### src/rtl/piezo_arbiter.sv
// piezo_arbiter: shares one piezo driver between the alarm FSM and keypad beeps.
// Alarm notes pass through live while the alarm holds the grant; key presses
// play a fixed-length beep; every grant is followed by a timed silent gap.
// Optional build macro KEY_PREEMPT_EN: a pending key press cuts an active alarm
// short (alarm -> gap -> beep -> gap -> alarm again if still requested).
// Without it, a key press waits until the alarm releases the speaker.
//
// state | meaning
// ------+----------------------------------------------------------
// IDLE  | speaker free; pending key wins over alarm request
// ALARM | alarm owns speaker; alarm_note passed through (1 clk late)
// BEEP  | key beep playing latched note for BEEP_TICKS ticks
// GAP   | silence for GAP_TICKS ticks before next arbitration
module piezo_arbiter #(
  parameter int unsigned BEEP_TICKS = 5,
  parameter int unsigned GAP_TICKS  = 2
) (
  input  logic        clk,
  input  logic        rst,
  input  logic        tick,
  input  logic        alarm_req,
  input  logic [12:0] alarm_note,
  input  logic        key_req,
  input  logic [12:0] key_note,
  output logic [12:0] play_sound,
  output logic        grant_alarm,
  output logic        grant_key,
  output logic        busy
);

  typedef enum logic [1:0] {
    IDLE  = 2'd0,
    ALARM = 2'd1,
    BEEP  = 2'd2,
    GAP   = 2'd3
  } state_t;

  localparam logic [7:0] BEEP_N = 8'(BEEP_TICKS);
  localparam logic [7:0] GAP_N  = 8'(GAP_TICKS);

  state_t      state;
  logic [7:0]  cnt;
  logic        pend;
  logic [12:0] note_q;

  logic        key_hit;
  logic [12:0] key_sel;
  logic        alarm_exit;
  logic        cnt_done;

  // A key press in the same cycle as the IDLE decision counts as pending,
  // so a simultaneous key/alarm request resolves to the beep.
  always_comb begin
    key_hit    = pend | key_req;
    key_sel    = pend ? note_q : key_note;
    cnt_done   = tick && (cnt == 8'd1);
`ifdef KEY_PREEMPT_EN
    alarm_exit = !alarm_req || pend;
`else
    alarm_exit = !alarm_req;
`endif
  end

  // Arbitration FSM with duration down-counter, one-deep key latch and
  // registered speaker/grant outputs.
  always_ff @(posedge clk or posedge rst) begin
    if (rst) begin
      state       <= IDLE;
      cnt         <= 8'd0;
      pend        <= 1'b0;
      note_q      <= 13'd0;
      play_sound  <= 13'd0;
      grant_alarm <= 1'b0;
      grant_key   <= 1'b0;
      busy        <= 1'b0;
    end else begin
      // Later presses while one is waiting are dropped; first note is kept.
      if (key_req && !pend) begin
        pend   <= 1'b1;
        note_q <= key_note;
      end

      case (state)
        IDLE: begin
          if (key_hit) begin
            state      <= BEEP;
            cnt        <= BEEP_N;
            pend       <= 1'b0;
            note_q     <= key_sel;
            play_sound <= key_sel;
            grant_key  <= 1'b1;
            busy       <= 1'b1;
          end else if (alarm_req) begin
            state       <= ALARM;
            play_sound  <= alarm_note;
            grant_alarm <= 1'b1;
            busy        <= 1'b1;
          end else begin
            play_sound <= 13'd0;
          end
        end

        ALARM: begin
          if (alarm_exit) begin
            state       <= GAP;
            cnt         <= GAP_N;
            play_sound  <= 13'd0;
            grant_alarm <= 1'b0;
          end else begin
            play_sound <= alarm_note;
          end
        end

        BEEP: begin
          if (cnt_done) begin
            state      <= GAP;
            cnt        <= GAP_N;
            play_sound <= 13'd0;
            grant_key  <= 1'b0;
          end else if (tick && (cnt > 8'd1)) begin
            cnt <= cnt - 8'd1;
          end
        end

        GAP: begin
          if (cnt_done) begin
            state <= IDLE;
            cnt   <= 8'd0;
            busy  <= 1'b0;
          end else if (tick && (cnt > 8'd1)) begin
            cnt <= cnt - 8'd1;
          end
        end

        default: begin
          state       <= IDLE;
          cnt         <= 8'd0;
          play_sound  <= 13'd0;
          grant_alarm <= 1'b0;
          grant_key   <= 1'b0;
          busy        <= 1'b0;
        end
      endcase
    end
  end

endmodule

### config.mk
export PLATFORM = sky130hd
export DESIGN_NAME = piezo_arbiter
export DESIGN_NICKNAME = d
export VERILOG_FILES = /design/src/rtl/piezo_arbiter.sv
export SDC_FILE = /design/constraint.sdc
export NUM_CORES = 1
export LEC_CHECK = 0
export CAP_MARGIN = 40
export CORE_MARGIN = 4
export CORE_UTILIZATION = 40
export CTS_BUF_LIST = sky130_fd_sc_hd__clkbuf_4 sky130_fd_sc_hd__clkbuf_8 sky130_fd_sc_hd__clkbuf_16
export CTS_CLUSTER_SIZE = 30
export DETAILED_ROUTE_END_ITERATION = 16
export HOLD_SLACK_MARGIN = 0.05
export PLACE_DENSITY = 0.73
export SLEW_MARGIN = 25
export SYNTH_ARGS = -nofsm -noshare
export SYNTH_HDL_FRONTEND = slang
export SYNTH_SLANG_ARGS = --single-unit
### constraint.sdc
create_clock -name clk -period 2.35 [get_ports clk]
set_input_delay 0.235 -clock clk [delete_from_list [all_inputs] [get_ports clk]]
set_output_delay 0.235 -clock clk [all_outputs]
set_load 0.02 [all_outputs]
==> results.md <==
* Result of the run: complete, no violations
* Clock root buffer: clkbuf_8
* Largest net degree at the start of global routing at 41
* Final Power at 0.00414 W
* RD Place Congestion at 0.815
* Vias in the first global route at 1800
* # diodes at 0
* Final setup skew at 0.00362 ns
* Die footprint at 0.00703 sq mm
* CP Capture Type: register
* Final setup TNS at 0 ns
* Unique masters post-synth at 53
* Tot GR Track Use at 15.1%
* GRT overflow at 0
* # clock sinks at 40
* Core area at 0.00554 sq mm
* I/O Buffers at 46
* Cts repair resizes at 0
* Worst setup path start: state[1]$_DFFE_PP0P_
* Commonest non-fill, non-tap cells in the layout: 46 x clkdlybuf4s50_1, 40 x dfrtp_1, 16 x mux2_2
* CTS Buffer Depth at 2
* Die height at 83.9 microns
* Fraction of final layout cells sized beyond drive strength 1 at 23.0%
* CTS tree: yes
* CTS H-Tree Depth at 2
* Post-synthesis cell area at 0.00230 sq mm
* First-pass iteration count of the detailed router at 4
* Clk slew on worst S/H paths at 0.07 ns
* Syn avg cell area at 11.7 sq um
* Drt via density at 5.43
* Area post-placement at 0.00287 sq mm
* Worst flop-to-flop path startpoint: state[1]$_DFFE_PP0P_
* Lkg Pwr at 1.24 nW
* Highest clock rate at 0.495 GHz
* Routed WL per cell at 15.8 microns
* Cts bufs inserted at 5
* Starting density of the core at 41.6%
* Worst Max-Slew Pin Slew at 0.510 ns
* Die W at 83.9 microns
* RSZ-0062 raised after global routing: no
* Initial antenna violation count at 0
* Mapped Cells at 197
* Max Cap Viol at 0
* Vias at 1738
* DRT antenna net count at 0
* Synth async-reset ratio at 100%
* Remaining routing DRC violations at 0
* Worst-path maximum fanout at 9
* Pwr dens at 1400 mW/mm^2
* Crit path launch type: register
* Max Transition Viols Final at 0
* Period Utilization, post-route at 86.0%
* Fillers at 490
* Layout area overhead at 28.7%
* Post-route cell area at 0.00296 sq mm
* First-pass GRT wire length at 8510 microns
* Fin crit period at 2.02 ns
* Rows at 27
* Setup CP Type: register to register
* Hold Buf Count CTS at 0
* Final Hold Viols at 0
* Worst slew margin at 66.0%
* Final wirelength at 5060 microns
* # nets final at 286
* Peak VDD IR at 742 uV
* Final setup violation count at 0
* Initial detailed-routing violation count at 117
* Util after Layout at 53.5%
* Syn nets at 235
* HP Class: input port to async pin
* Worst path arrival time at 2.20 ns
* Hold WS at 0.374 ns
* Boundary pin count at 47
* Yosys warnings at 0
* Commonest non-fill, non-tap cell in the layout: clkdlybuf4s50_1
* Clock Latency Late Sink at 0.29 ns
* Yosys reg bits at 40
* Post-synthesis sequential area ratio at 43.5%
* Synth Flop Type: dfrtp_1
* # Post-CTS Setup Buffers at 0
* EDFF count, synth at 0
* Post-DP HPWL at 3710 microns
* Worst path required time at 2.53 ns
[report_power, final]
group / leakage, nW / switching (W) / total, W / internal [W]
clock: 0.0503 / 0.000222 / 0.000483 / 0.000261
sequential: 0.490 / 0.000247 / 0.00124 / 0.000989
combinational: 0.705 / 0.00116 / 0.00242 / 0.00127
[worst paths after layout]
path	depth (start not counted)	slack, ns	endpoint
worst min-delay path	3	0.37	cnt[4]$_DFFE_PP0P_
worst max register to register	6	0.33	cnt[2]$_DFFE_PP0P_
worst min register to register	1	0.51	play_sound[11]$_DFFE_PP0P_
min in group clk	1	0.51	play_sound[11]$_DFFE_PP0P_
worst max-delay path	6	0.33	cnt[2]$_DFFE_PP0P_
max in group asynchronous	3	1.63	note_q[10]$_DFF_PP0_
[per-layer routing]
metal	vias up	global-route usage (%)	share of wire, %
met5	-	0	0
met3	12	3.16	4.4
met1	818	19.3	46
met4	0	8.04	2.9
met2	52	23.8	47
li1	856	-	-
[state kept, by name, summed over array words and instances, names as in the netlist]
signal	flops
pend	1
grant_key	1
play_sound	13
grant_alarm	1
note_q	13
state	2
cnt	8
busy	1
[worst max-delay path, stage by stage, from the launching register on]
cell,delay (ns)
dfrtp_1,0.45
inv_1,0.18
ha_1,0.19
or3b_1,0.48
nand2_2,0.22
nor2_1,0.09
o31a_1,0.30
[layout make-up]
| class | instances | area, sq um | share of cell area, % |
|---|---|---|---|
| inverters | 10 | 37.5 | 1.27 |
| multi-input cells | 137 | 1210 | 40.7 |
| clock buffers | 7 | 96.3 | 3.25 |
| well taps | 72 | 90.1 | 3.04 |
| flip-flops and latches | 40 | 1000 | 33.8 |
| repair buffers | 54 | 533 | 18.0 |
[kinds of logic after synthesis]
| logic type | count (synthesis) | share of synthesized area (%) |
|---|---|---|
| DFF | 40 | 43.5 |
| buffers and inverters | 20 | 4.24 |
| and+or+nand+nor | 42 | 11.9 |
| AOI/OAI and AO/OA | 61 | 21.8 |
| adders and majority gates | 7 | 3.80 |
| muxes | 26 | 14.3 |
| xor gates and xnor gates | 1 | 0.381 |
[synth_stat cells, types with 2 or more instances]
library cell | n | share of area, %
nor2b_1 | 3 | 0.82
nor2_1 | 12 | 2.0
and4bb_2 | 2 | 1.1
nand2_1 | 5 | 0.82
ha_1 | 7 | 3.8
a221oi_1 | 2 | 0.76
a21oi_1 | 4 | 0.87
clkbuf_1 | 4 | 0.65
o21ai_0 | 7 | 1.5
buf_2 | 5 | 1.1
a41oi_1 | 2 | 0.76
a31oi_1 | 3 | 0.82
nand2b_1 | 2 | 0.54
mux2_2 | 16 | 7.8
inv_1 | 10 | 1.6
o2bb2ai_1 | 13 | 4.9
dfrtp_1 | 40 | 43
a22oi_1 | 13 | 4.2
nand4_1 | 2 | 0.54
o22ai_1 | 2 | 0.54
and2_1 | 2 | 0.54
mux2_4 | 10 | 6.5
[through the flow]
step           setup WS, ns  cells
6_report              0.330    320
4_1_cts               0.336    320
5_1_grt               0.130    320
3_3_place_gp          0.328    313
2_1_floorplan         0.409    197
3_5_place_dp          0.296    313
Power figures use the tool's default switching activity.
==> patch 1 (config.mk and constraints unchanged) <==
Reset style: synchronous (`rst`), changed in one clocked block.
--- a/src/rtl/piezo_arbiter.sv
+++ b/src/rtl/piezo_arbiter.sv
@@ -63,7 +63,7 @@
 
   // Arbitration FSM with duration down-counter, one-deep key latch and
   // registered speaker/grant outputs.
-  always_ff @(posedge clk or posedge rst) begin
+  always_ff @(posedge clk) begin
     if (rst) begin
       state       <= IDLE;
       cnt         <= 8'd0;
Behaviour: differs if rst is asserted again (counterexample within 4 cycles, from zero or initial values and one cycle with rst high); with rst held inactive, the same outputs for 10 cycles.
==> patch 1 against the original RTL <==
  * Worst setup slack got worse by 0.042 ns
  * Area after synthesis increased by 1.6%
  * Routed wire length increased by 19%
  * Count of clock-buffer cells in the layout decreased by 2
  * Cell area increased by 2.1%
  * Sequential cell count unchanged
  * Utilization increased by 0.78 points
  * Total power decreased by 9.7%
  * Synthesized cell count increased by 40%
==> patch 1: results (changes against the original RTL) <==
Synthesis
  – Multiplexer share of the synthesized area: 0.428% (-14 points)
  – Ys async rst share: 0% (-100 points)
  – Library cells used by synthesis: 56 (+5.7%)
  – XOR/XNOR Fraction of Synth Area: 0% (-0.38 points)
  – Syn Inst Count: 275 (+40%)
  – Adder and majority cell fraction of the synthesized area: 3.74% (-0.061 points)
  – Commonest cells in the netlist: a21oi_1 (51), dfxtp_1 (40), nand2_1 (33)

Route
  – DRT Wirelength: 6030 µm (+19%)
  – Met2 Routed Length: 2890 µm (+23%)
  – Initial detailed-routing violation count: 98 (-16%)
  – DR vias/cell: 5.67 (+4.4%)
  – Routed length on met1: 2820 µm (+21%)
  – DR WL met3: 264 µm (+18%)

Worst setup path
  – Setup slack, reg-to-reg: 0.29 ns (-0.04 ns)
  – CP Max Fanout: 12 (+3)
  – R2R cell count: 5 (-1)
  – Worst R2R End: cnt[5]$_SDFFE_PP0P_
  – Critical path startpoint: state[1]$_SDFFE_PP0P_
  – CP peak stage delay: 0.46 ns (-0.02 ns)
  – Arrival @ worst endpoint: 2.27 ns (+0.07 ns)

Place
  – RePlAce Congestion: 0.918 (+13%)
  – Post-DP HPWL: 4340 µm (+17%)

Final layout
  – Fill cell count: 539 (+10%)
  – Share of layout cells above drive strength 1: 16.4% (-6.6 points)

GRT
  – Global-route wire length before repair: 10300 µm (+21%)
  – Largest net degree at the start of global routing: 24 (-41%)
  – GRT Total Usage: 17.3% (+2.2 points)
  – GR Util met3: 3.73% (+0.57 points)
  – M1 GR Usage: 22.8% (+3.4 points)

Power
  – Cell internal pwr: 2.12 mW (-16%)
  – VDD IR max: 0.680 mV (-8.4%)
  – Power in sequential cells: 1.01 mW (-19%)
  – Sequential share of power: 27.1% (-2.7 points)
  – Leakage: 1.06 nW (-15%)

STA
  – Least-Margin Pin Slew: 0.627 ns (+0.117 ns)
  – Clk_skew: 0.0102 ns (+0.00661 ns)

Run status
  – Status: completed
patch 1: cell count changes after synthesis, moves of 5 or more:
cell / change
dfrtp_1: -40
a21oi_2: +10
a211oi_2: +10
mux2_4: -10
a22oi_1: -13
dfxtp_1: +40
nand2_1: +28
nand3b_1: +13
mux2_2: -16
a21oi_1: +47
o2bb2ai_1: -13
a311oi_1: +5
clkbuf_1: +6
patch 1: area by class of cell:
type                    count  area (µm²)  area share, %
well taps                  72        90.1           2.98
multi-input cells         206        1400           46.4
flip-flops and latches     40         801           26.5
clock inverters             3        47.5           1.57
clock buffers               5        68.8           2.27
inverters                  10        37.5           1.24
repair buffers             60         578           19.1
patch 1: metrics by stage:
stage                     area (µm²)  utilization (%)  hold WS [ns]  setup WS, ns
after floorplan                 2340                -         0.379         0.221
after global placement          2910             52.2         0.442         0.251
after detailed placement        2910             52.2         0.449         0.216
after CTS                       3030             54.3         0.461         0.290
after global routing            3030             54.3         0.484        0.0604
final                           3030             54.3         0.456         0.288
==> patch 2 (config.mk and constraints unchanged) <==
Without the edit above. Add a define of `KEY_PREEMPT_EN`.
--- a/src/rtl/piezo_arbiter.sv
+++ b/src/rtl/piezo_arbiter.sv
@@ -11,6 +11,8 @@
 // ALARM | alarm owns speaker; alarm_note passed through (1 clk late)
 // BEEP  | key beep playing latched note for BEEP_TICKS ticks
 // GAP   | silence for GAP_TICKS ticks before next arbitration
+`define KEY_PREEMPT_EN
+
 module piezo_arbiter #(
   parameter int unsigned BEEP_TICKS = 5,
   parameter int unsigned GAP_TICKS  = 2
Formal check against the unedited RTL: not equivalent (a bounded check fails within 4 cycles, from zero or initial values and one cycle with rst high).
==> patch 2 against the original RTL <==
  * Worst setup slack improved by 0.032 ns
  * Cell area is 4.8% lower
  * Non-clock buffer count stayed put
  * Total power is 12% lower
  * Sequential cell count unchanged
  * Area after synthesis decreased by 6.4%
  * Routed wire length increased by 5.4%
  * Highest routed layer unchanged
==> patch 2: results (changes against the original RTL) <==
Route
  – DR WL met3: 214 µm (-4.5%)
  – Via count of the routed design: 2000 (+15%)
  – Initial detailed-routing violation count: 155 (+32%)
  – Routed len/inst: 13.9 µm (-12%)
  – Met2 Routed Length: 2400 µm (+1.8%)
  – Routed length on met1: 2630 µm (+13%)

Synthesis
  – Library cells used by synthesis: 32 (-40%)
  – XOR/XNOR Fraction of Synth Area: 0% (-0.38 points)
  – Adder and majority cell fraction of the synthesized area: 4.06% (+0.26 points)
  – Syn Area/Cell: 8.14 µm² (-30%)
  – Synth Area in Compound Gates: 24.0% (+2.1 points)
  – Register area share after synthesis: 46.4% (+3.0 points)
  – Multiplexer share of the synthesized area: 0.464% (-14 points)
  – Mapped Nets: 303 (+29%)
  – Synth top area cells: dfrtp_1 (46%), nand2_1 (13%), a21oi_1 (8.6%)
  – Commonest cells in the netlist: nand2_1 (77), dfrtp_1 (40), a21oi_1 (37)

GRT
  – Largest net degree at the start of global routing: 41 (unchanged)
  – GRT Total Usage: 17.3% (+2.2 points)
  – GR Util met3: 2.85% (-0.31 points)
  – Global-route wire length before repair: 8910 µm (+4.6%)
  – GR Layer Usage met2: 25.6% (+1.8 points)
  – Vias in the first global route: 1859 (+3.3%)
  – M1 GR Usage: 25.4% (+6.1 points)

Worst setup path
  – CP peak stage delay: 0.51 ns (+0.03 ns)
  – CP Max Fanout: 10 (+1)
  – R2R cell count: 6 (unchanged)
  – Slowest-stage cell, CP: dfrtp_1
  – Worst r2r src: state[0]$_DFFE_PP0P_
  – Setup slack, reg-to-reg: 0.36 ns (+0.03 ns)
  – Critical path capture point: cnt[5]$_DFFE_PP0P_
  – Crit-path leading delay family: compound AO/OA/AOI/OAI gates

Place
  – RePlAce Congestion: 0.875 (+7.4%)
  – Cells after DPL: 377 (+20%)
  – Post-DP HPWL: 3970 µm (+7.1%)
  – Total placed instance area: 0.00271 mm² (-5.6%)
  – DP Worst Slack: 0.283 ns (-0.0131 ns)

Final layout
  – Share of layout cells above drive strength 1: 6.35% (-17 points)
  – Non-Filler Instances: 385 (+20%)
  – Final #Nets: 352 (+23%)
  – Fill cell count: 464 (-5.3%)

STA
  – WHS: 0.383 ns (+0.00824 ns)
  – Relative slew margins: 56.9% (-9.1 points)
  – Clk_skew: 0.00722 ns (+0.00360 ns)

Power
  – Power Dens Cells: 1300 mW/mm² (-7.3%)
  – VDD IR max: 0.513 mV (-31%)
  – Cell internal pwr: 2.04 mW (-19%)
  – Leakage: 1.26 nW (+1.1%)

Clock tree
  – Post-CTS Repair Setup Buffers: 0 (unchanged)

Run status
  – Status: completed
-- patch 2: cell types whose count changed after synthesis, moves of 3 or more --
cell / change
o2bb2ai_1: -13
o21ai_0: +22
o21ai_1: +4
mux2_4: -10
a22oi_1: -13
mux2_2: -16
a21oi_1: +33
nand2_1: +72
o31ai_1: +3
-- patch 2: repair_timing --
action,in CTS,in global routing
setup endpoints to repair,0,1
hold buffers,0,0
gates resized for setup,0,1
-- patch 2: layout make-up --
class / instances / share of cell area [%]
Tap cell: 70 / 3.10
Multi-Input combinational cell: 202 / 37.4
Inverter: 11 / 1.46
Sequential cell: 40 / 35.5
Clock inverter: 3 / 1.64
Clock buffer: 5 / 2.44
Timing Repair Buffer: 54 / 18.4
-- patch 2: power groups by stage --
stage / clock network [mW] / logic, mW / registers (mW)
final: 0.579 / 1.89 / 1.19
after global placement: 0 / 1.84 / 1.18
after CTS: 0.592 / 1.89 / 1.18
after global routing: 0.626 / 2.15 / 1.23
after floorplan: 0 / 1.26 / 1.22
after detailed placement: 0 / 1.87 / 1.20
